$ cat config.mk
export PLATFORM = sky130hd
export DESIGN_NAME = alu_share_arbiter
export DESIGN_NICKNAME = d
export VERILOG_FILES = /design/src/rtl/alu_share_arbiter.sv
export SDC_FILE = /design/constraint.sdc
export NUM_CORES = 1
export LEC_CHECK = 0
export CORE_AREA = 5 5 120 122
export CTS_CLUSTER_DIAMETER = 150
export CTS_CLUSTER_SIZE = 40
export DETAILED_ROUTE_END_ITERATION = 8
export DIE_AREA = 0 0 125 127
export GPL_ROUTABILITY_DRIVEN = 0
export PLACE_DENSITY = 0.69
export SYNTH_ARGS = -nofsm -noshare
export SYNTH_HDL_FRONTEND = slang
export SYNTH_SLANG_ARGS = --single-unit
$ cat constraint.sdc
create_clock -name clk -period 1.55 [get_ports clk]
set_input_delay 0.2325 -clock clk [delete_from_list [all_inputs] [get_ports clk]]
set_output_delay 0.2325 -clock clk [all_outputs]
set_load 0.02 [all_outputs]
$ cat src/rtl/alu_share_arbiter.sv
// alu_share_arbiter: shares one combinational ALU between two requesters.
// Each port has a valid/ready request channel and a registered valid/ready
// response channel. Round-robin between the ports when both are eligible.
// A port that still holds an unconsumed response is not eligible.
// Optional statistics counters are enabled by defining ALU_SHARE_ARBITER_STATS_EN.
module alu_share_arbiter #(
    parameter int DATA_W = 32
`ifdef ALU_SHARE_ARBITER_STATS_EN
    ,
    parameter int CNT_W  = 16
`endif
) (
    input  logic              clk,
    input  logic              reset,
    input  logic              req0_valid,
    output logic              req0_ready,
    input  logic [3:0]        req0_op,
    input  logic [DATA_W-1:0] req0_in_1,
    input  logic [DATA_W-1:0] req0_in_2,
    output logic              resp0_valid,
    input  logic              resp0_ready,
    output logic [DATA_W-1:0] resp0_result,
    output logic              resp0_bcond,
    input  logic              req1_valid,
    output logic              req1_ready,
    input  logic [3:0]        req1_op,
    input  logic [DATA_W-1:0] req1_in_1,
    input  logic [DATA_W-1:0] req1_in_2,
    output logic              resp1_valid,
    input  logic              resp1_ready,
    output logic [DATA_W-1:0] resp1_result,
    output logic              resp1_bcond,
    output logic [3:0]        alu_op,
    output logic [DATA_W-1:0] alu_in_1,
    output logic [DATA_W-1:0] alu_in_2,
    input  logic [DATA_W-1:0] alu_result,
    input  logic              alu_bcond
`ifdef ALU_SHARE_ARBITER_STATS_EN
    ,
    output logic [CNT_W-1:0]  stat_grant0,
    output logic [CNT_W-1:0]  stat_grant1,
    output logic [CNT_W-1:0]  stat_conflict
`endif
);

    logic [1:0]        req_valid;
    logic [1:0]        resp_ready;
    logic [1:0]        elig;
    logic [1:0]        grant;

    logic [1:0]        resp_valid_q, resp_valid_d;
    logic [1:0]        resp_bcond_q, resp_bcond_d;
    logic [DATA_W-1:0] resp_result_q [2];
    logic [DATA_W-1:0] resp_result_d [2];
    logic              last_grant_q, last_grant_d;

    assign req_valid  = {req1_valid, req0_valid};
    assign resp_ready = {resp1_ready, resp0_ready};

    // Eligibility and round-robin grant; the port that did not win last time wins a contest.
    always_comb begin
        elig  = req_valid & ~resp_valid_q & {2{reset}};
        grant = 2'b00;
        if (elig == 2'b11) begin
            grant = last_grant_q ? 2'b01 : 2'b10;
        end else begin
            grant = elig;
        end
    end

    assign req0_ready = grant[0];
    assign req1_ready = grant[1];

    // Route the winning request to the ALU; idle drives ADD with zero operands.
    always_comb begin
        alu_op   = 4'b0000;
        alu_in_1 = '0;
        alu_in_2 = '0;
        if (grant[0]) begin
            alu_op   = req0_op;
            alu_in_1 = req0_in_1;
            alu_in_2 = req0_in_2;
        end else if (grant[1]) begin
            alu_op   = req1_op;
            alu_in_1 = req1_in_1;
            alu_in_2 = req1_in_2;
        end
    end

    // Next-state for the response registers and the round-robin pointer.
    always_comb begin
        resp_valid_d  = resp_valid_q;
        resp_bcond_d  = resp_bcond_q;
        last_grant_d  = last_grant_q;
        for (int i = 0; i < 2; i++) begin
            resp_result_d[i] = resp_result_q[i];
            if (grant[i]) begin
                resp_valid_d[i]  = 1'b1;
                resp_result_d[i] = alu_result;
                resp_bcond_d[i]  = alu_bcond;
            end else if (resp_valid_q[i] && resp_ready[i]) begin
                resp_valid_d[i]  = 1'b0;
                resp_result_d[i] = '0;
                resp_bcond_d[i]  = 1'b0;
            end
        end
        if (grant[0]) begin
            last_grant_d = 1'b0;
        end else if (grant[1]) begin
            last_grant_d = 1'b1;
        end
    end

    // Response and pointer registers; active-low synchronous clear.
    always_ff @(posedge clk) begin
        if (!reset) begin
            resp_valid_q     <= 2'b00;
            resp_bcond_q     <= 2'b00;
            resp_result_q[0] <= '0;
            resp_result_q[1] <= '0;
            last_grant_q     <= 1'b1;
        end else begin
            resp_valid_q     <= resp_valid_d;
            resp_bcond_q     <= resp_bcond_d;
            resp_result_q[0] <= resp_result_d[0];
            resp_result_q[1] <= resp_result_d[1];
            last_grant_q     <= last_grant_d;
        end
    end

    assign resp0_valid  = resp_valid_q[0];
    assign resp1_valid  = resp_valid_q[1];
    assign resp0_result = resp_result_q[0];
    assign resp1_result = resp_result_q[1];
    assign resp0_bcond  = resp_bcond_q[0];
    assign resp1_bcond  = resp_bcond_q[1];

`ifdef ALU_SHARE_ARBITER_STATS_EN
    localparam logic [CNT_W-1:0] CNT_MAX = {CNT_W{1'b1}};

    logic [CNT_W-1:0] stat_grant0_q, stat_grant0_d;
    logic [CNT_W-1:0] stat_grant1_q, stat_grant1_d;
    logic [CNT_W-1:0] stat_conflict_q, stat_conflict_d;

    // Saturating event counters for accepts per port and contested cycles.
    always_comb begin
        stat_grant0_d   = stat_grant0_q;
        stat_grant1_d   = stat_grant1_q;
        stat_conflict_d = stat_conflict_q;
        if (grant[0] && stat_grant0_q != CNT_MAX) begin
            stat_grant0_d = stat_grant0_q + 1'b1;
        end
        if (grant[1] && stat_grant1_q != CNT_MAX) begin
            stat_grant1_d = stat_grant1_q + 1'b1;
        end
        if ((elig == 2'b11) && stat_conflict_q != CNT_MAX) begin
            stat_conflict_d = stat_conflict_q + 1'b1;
        end
    end

    // Counter registers; cleared by reset.
    always_ff @(posedge clk) begin
        if (!reset) begin
            stat_grant0_q   <= '0;
            stat_grant1_q   <= '0;
            stat_conflict_q <= '0;
        end else begin
            stat_grant0_q   <= stat_grant0_d;
            stat_grant1_q   <= stat_grant1_d;
            stat_conflict_q <= stat_conflict_d;
        end
    end

    assign stat_grant0   = stat_grant0_q;
    assign stat_grant1   = stat_grant1_q;
    assign stat_conflict = stat_conflict_q;
`endif

endmodule

==> results of run 1 <==
==> worst max-delay path, delay by kind of cell, from the launching register on <==
family	cells	cell delay, ns
simple gates	1	0.20
compound gates	2	0.36
buf+inv	3	0.49
flops	1	0.34
==> final timing paths <==
path / from / end / slack [ns] / cells after the start
max: resp_valid_q[0]$_SDFFE_PN0P_ / alu_in_2[14] / -0.40 / 6
min: reset / last_grant_q$_SDFFE_PN1P_ / 0.45 / 3
max reg2reg: resp_valid_q[0]$_SDFFE_PN0P_ / resp_result_q[0][18]$_SDFFE_PN0P_ / -0.22 / 9
min reg2reg: resp_result_q[0][50]$_SDFFE_PN0P_ / resp_result_q[0][50]$_SDFFE_PN0P_ / 0.46 / 2
==> through the flow <==
stage,instance area [um^2],hold WS [ns],instances
2_1_floorplan,3380,0.404,349
3_3_place_gp,6710,0.443,824
3_5_place_dp,6710,0.450,824
4_1_cts,7530,0.431,860
5_1_grt,7710,0.468,867
6_report,7710,0.454,868
==> per-layer routing <==
layer | vias up | part of all wire | track usage
li1 | 1919 | - | -
met1 | 1946 | 0.37 | 0.242
met2 | 192 | 0.54 | 0.410
met3 | 28 | 0.067 | 0.0572
met4 | 0 | 0.028 | 0.0829
met5 | - | 0 | 0
==> flip-flops by register name (all words and copies together) (netlist names) <==
register / flops
resp_result_q: 64
resp_bcond_q: 2
resp_valid_q: 2
last_grant_q: 1
==> report_power, final <==
part,switching [mW],internal (mW)
combinational,0.873,1.17
sequential,0.0494,1.87
clock,0.758,1.32
total,1.68,4.36
==> logic make-up (layout without fill, tap and decap cells) <==
group                  after synthesis  in the layout
AOI/OAI and AO/OA                   74             74
buffers and inverters               34            372
DFF                                 69             69
muxes                               66             66
other                                0              5
and+or+nand+nor                    106            106
==> cell usage in the layout (no fill, tap or decap), drive strengths merged <==
cell | synthesis | final
clkdlybuf4s50 | 0 | 217
buf | 24 | 110
nand2 | 100 | 100
dfxtp | 69 | 69
a22o | 68 | 68
mux2i | 66 | 66
dlymetal6s2s | 0 | 18
clkbuf | 9 | 16
dlygate4sd2 | 0 | 7
diode | 0 | 5
nor2b | 3 | 3
a21boi | 2 | 2
o21a | 2 | 2
clkinvlp | 0 | 2
nand3b | 2 | 2
and3 | 1 | 1
inv | 1 | 1
a21oi | 1 | 1
o21ai | 1 | 1
bufinv | 0 | 1
==> timing repair <==
action | CTS | global route
hold buffers | 0 | 0
resized for setup | 439 | 61
gates cloned | 8 | 5
pin swaps | 11 | 12
setup buffers | 14 | 6
setup endpoints to repair | 132 | 122
==> final cells by class <==
class / count / area, um^2 / share of cell area
Antenna cell: 5 / 12.5 / 0.00162
Clock buffer: 12 / 256 / 0.0333
Clock inverter: 3 / 45.0 / 0.00584
Inverter: 1 / 3.75 / 0.000487
Multi-Input combinational cell: 246 / 1830 / 0.237
Sequential cell: 69 / 1390 / 0.180
Tap cell: 176 / 220 / 0.0286
Timing Repair Buffer: 356 / 3950 / 0.513
==> out/qor.csv, run 1 <==
metric,value,unit
asr flop ratio synth,0,
root buffer cell,clkbuf_16,
# IOs,313,
warnings from Yosys,0,
grt ovf,0,
overall power,6.04,mW
sequential area share after synthesis,0.415,
mux cell area share after synthesis,0.198,
critical path launch point type,register,
share of post-route cells with drive strength above 1,0.211,
drt pass-1 iters,4,
post-synthesis xor/xnor area fraction,0,
final worst slack,-0.399,ns
Setup TNS Final,-28.41,ns
synth-to-layout area growth,131,%
main combinational cell family by area after synthesis,multiplexers,
CTS tree,done,
die area,15900,um^2
maximum clock path buffer count,2,
"EDFF count, synth",0,
final count of pins violating max slew,0,
DR WL/cell,22.4,um
FP Rows,42,
"Arr. time, crit path",1.72,ns
share of the synthesized area in the top cell type,0.415,
critical path class,reg2out,
hold crit path type,in2reg,
Max VDD drop,0.609,mV
relative slew slack,0.767,
crit-path max cell delay,0.34,ns
vias in the first global route,4293,
"Critical Path, Cell by Cell","nand3b_1, a21oi_4, buf_12, clkbuf_16, a22o_1, buf_6",
total number of vias,4085,
crit share post-route,1.26,
clock slew at reported path FFs,0.06,ns
FMAX,0.513,GHz
first-pass GRT wire length,27000,um
largest net degree at the start of global routing,33,
First DRT Iteration DRCs,165,
clk_skew,0.00731,ns
Initial Utilization,0.255,
ys flop type,dfxtp_1,
Sink Count,69,
DRT Wirelength,19400,um
ANT nets after route,0,
htree depth,3,
"top cells by area, synth","dfxtp_1 (41%), mux2i_1 (20%), a22o_1 (18%)",
Adder-Cell Fraction of Synth Area,0,
RSZ-0062 raised after global routing,yes,
Least-Margin Pin Slew,0.350,ns
final layout net count,858,
number of distinct library cells after synthesis,20,
Via density,4.71,
Syn Nets,524,
Synth Instances,349,
DP Worst Slack,-1.00,ns
Port Buf Inserts,312,
failing checks,setup timing,
leading area contributor after synthesis,dfxtp_1,
Finished Core Util,0.589,
syn avg cell area,9.54,um^2
DP HPWL,14000,um
critical path's slowest cell,dfxtp_4,
fillers,1069,
WP data required,1.32,ns
CP max FO,8,
Yosys reg bits,69,
worst-skew pair later-pin latency,0.33,ns
Final Hold Viols,0,
Die Span Y,127,um
initial antenna violation count,4,
most frequent cells after synthesis,"nand2_1 (100), dfxtp_1 (69), a22o_1 (68), mux2i_1 (66), buf_2 (11)",
total track usage,0.221,
status,finished with violations,
setup violators final,115,
die width,125,um
Synth Area in Compound Gates,0.193,
P_leak,3.42,nW
DRC Markers,0,
post-layout minimum cycle time,1.95,ns
synthesized area,3330,um^2
MaxCap Viol Count,0,
CTS buffer count,9,
pwr dens,784,nW/um^2
cell with the most instances after synthesis,nand2_1,
Post-Synth Simple-Gate Area,0.128,
Worst Setup End Kind,output pin,
Core Area,13100,um^2
Power figures use the tool's default switching activity.
==> inputs of run 2 (changes only) <==
- SETUP_SLACK_MARGIN: unset -> 0.3
==> run 2 against run 1 <==
  * The flow still finishes with violations (setup timing)
  * Non-clock buffer count is 30 higher
  * Critical path depth is the same
  * Clock skew down 0.0039 ns
  * Largest power group is now combinational logic
  * Highest routed layer unchanged
  * Clock power is essentially flat
  * Worst hold slack worse by 0.018 ns
  * Critical path type unchanged
  * Sequential power about the same
  * Total power grew 3.3%
==> out/qor.csv, run 2 (same netlist as run 1, synthesis figures left out) <==
metric,value,unit,change
htree depth,3,,unchanged
crit path from,resp_valid_q[0]$_SDFFE_PN0P_,,
fin cells,896,,+3.2%
CTS tree,done,,
Buf/Inv on CP,3,,unchanged
hold crit path type,in2reg,,
synth-to-layout area growth,156,%,
P_leak,4.66,nW,+36%
largest net degree at the start of global routing,34,,+3.0%
initial antenna violation count,2,,-2
MaxCap Viol Count,0,,unchanged
relative slew slack,0.793,,+0.0260
CTS buffer count,9,,unchanged
largest reg by FF count,resp_result_q,,
First DRT Iteration DRCs,174,,+5.5%
sequential share of power,0.307,,-0.010
FMAX,0.508,GHz,-0.99%
Least-Margin Pin Slew,0.311,ns,-0.0390 ns
failing checks,setup timing,,
status,finished with violations,,
Die Span Y,127,um,unchanged
DRC Markers,0,,unchanged
share of post-route cells with drive strength above 1,0.306,,+0.0953
Largest register FFs,64,,unchanged
Initial Utilization,0.255,,unchanged
Max VDD drop,0.555,mV,-8.9%
vias in the first global route,4333,,+0.93%
post-layout minimum cycle time,1.97,ns,+0.0196 ns
critical path class,reg2out,,
Final Hold Viols,0,,unchanged
# IOs,313,,unchanged
drt pass-1 iters,5,,+1
"commonest cells after routing, fill and taps aside","clkdlybuf4s50_1 (171), nand2_1 (100), buf_6 (87)",,
root buffer cell,clkbuf_16,,
DP Worst Slack,-0.908,ns,+0.0927 ns
grt ovf,0,,unchanged
Core Area,13100,um^2,unchanged
Clock power frac,0.332,,-0.013
ANT nets after route,0,,unchanged
maximum clock path buffer count,2,,unchanged
RSZ-0062 raised after global routing,yes,,
Int Power,4.52,mW,+3.6%
final count of pins violating max slew,0,,unchanged
total track usage,0.211,,-0.0101
largest delay contributor family on the critical path,buffers and inverters,,
critical path's slowest cell,dfxtp_4,,
FP Rows,42,,unchanged
total number of vias,4187,,+2.5%
placed cell count,835,,+1.3%
critical path launch point type,register,,
WP data required,1.32,ns,about the same
NetSw,1.72,mW,+2.6%
flop-to-flop setup slack,-0.38,ns,-0.16 ns
first-pass GRT wire length,26200,um,-2.7%
CTS Hold Bufs,0,,unchanged
worst-skew pair later-pin latency,0.33,ns,about the same
DP HPWL,14000,um,about the same
"commonest non-fill, non-tap cell in the layout",clkdlybuf4s50_1,,
CP max FO,12,,+4
Worst Setup End Kind,output pin,,
Sink Count,69,,unchanged
crit-path max cell delay,0.34,ns,about the same
cell mode on critical path,buf_12,,
die width,125,um,unchanged
Switching Fraction,0.276,,-0.00183
pwr dens,731,nW/um^2,-6.7%
Setup TNS Final,-35.39,ns,-6.98 ns
"Critical Path, Cell by Cell","nand3b_1, a21oi_4, buf_12, buf_12, a22o_1, buf_6",,
final worst slack,-0.419,ns,-0.0196 ns
clock slew at reported path FFs,0.05,ns,about the same
Comb power frac,0.362,,+0.024
biggest regs,"resp_result_q: 64 flops, resp_bcond_q: 2 flops, resp_valid_q: 2 flops",,
setup violators final,104,,-9.6%
crit share post-route,1.27,,+0.0126
Port Buf Inserts,312,,unchanged
die area,15900,um^2,unchanged
Via density,4.67,,-0.71%
DRT Wirelength,18400,um,-5.0%
Reg-to-Reg Start,resp_valid_q[0]$_SDFFE_PN0P_,,
hold_sp,req0_valid,,
final layout net count,888,,+3.5%
DR WL/cell,20.6,um,-8.0%
"Arr. time, crit path",1.74,ns,+0.02 ns
clk_skew,0.00338,ns,-0.00393 ns
[run 2: changes by cell type in the layout (fill, tap and decap cells not counted), sizes merged]
cell / before / now
dlymetal6s2s: 18 / 66
clkdlybuf4s50: 217 / 171
buf: 110 / 142
dlygate4sd2: 7 / 3
clkinv: 0 / 3
diode: 5 / 2
bufinv: 1 / 0
clkinvlp: 2 / 1
[run 2: final cells by class]
type	count	area [um^2]
diodes	2	5.00
fillers	1019	4550
multi-input cells	246	2170
well taps	176	220
flip-flops and latches	69	1390
clock buffers	12	289
clock inverters	4	26.3
inverters	1	3.75
repair buffers	386	4430
[run 2: routing by layer]
| metal | vias up | track usage | share of wire |
|---|---|---|---|
| li1 | 1979 | - | - |
| met1 | 1998 | 0.229 | 0.37 |
| met2 | 184 | 0.396 | 0.55 |
| met3 | 26 | 0.0647 | 0.068 |
| met4 | 0 | 0.0606 | 0.020 |
| met5 | - | 0 | 0 |
[run 2: final timing paths]
path,to,cells after the start
max,alu_in_1[31],6
min,last_grant_q$_SDFFE_PN1P_,4
max reg2reg,resp_result_q[0][13]$_SDFFE_PN0P_,11
min reg2reg,resp_result_q[0][17]$_SDFFE_PN0P_,2
[run 2: per-stage QoR]
stage / hold WS, ns / cell area, um^2 / utilization / total power [mW]
6_report: 0.435 / 8530 / 0.652 / 6.24
5_1_grt: 0.466 / 8530 / 0.652 / 6.48
4_1_cts: 0.434 / 7840 / 0.599 / 6.13
3_5_place_dp: 0.447 / 7220 / 0.552 / 3.90
3_3_place_gp: 0.442 / 7220 / 0.552 / 3.88
2_1_floorplan: 0.404 / 3770 / - / 2.80
[run 2: power by group through the flow]
stage                     registers, mW  logic (mW)  clock network, mW
after global routing               1.92        2.36               2.19
after detailed placement           1.95        1.95                  0
final                              1.91        2.26               2.07
after global placement             1.95        1.93                  0
after floorplan                    2.06       0.744                  0
after CTS                          1.92        2.07               2.13
[run 2: what timing repair did]
item | 4_1_cts | 5_1_grt
endpoints found under the setup margin | 206 | 204
pin swaps | 0 | 5
cloned | 3 | 5
hold endpoints to repair | 0 | 0
buffers inserted | 11 | 24
gates resized for setup | 380 | 150
[run 2: worst reg2reg max path, delay by kind of cell (launching register included)]
kind | cells | cell delay, ns
multiplexers | 1 | 0.19
AND/OR/NAND/NOR | 1 | 0.19
flip-flops | 1 | 0.34
buffers and inverters | 8 | 0.90
AO/OA/AOI/OAI | 1 | 0.24
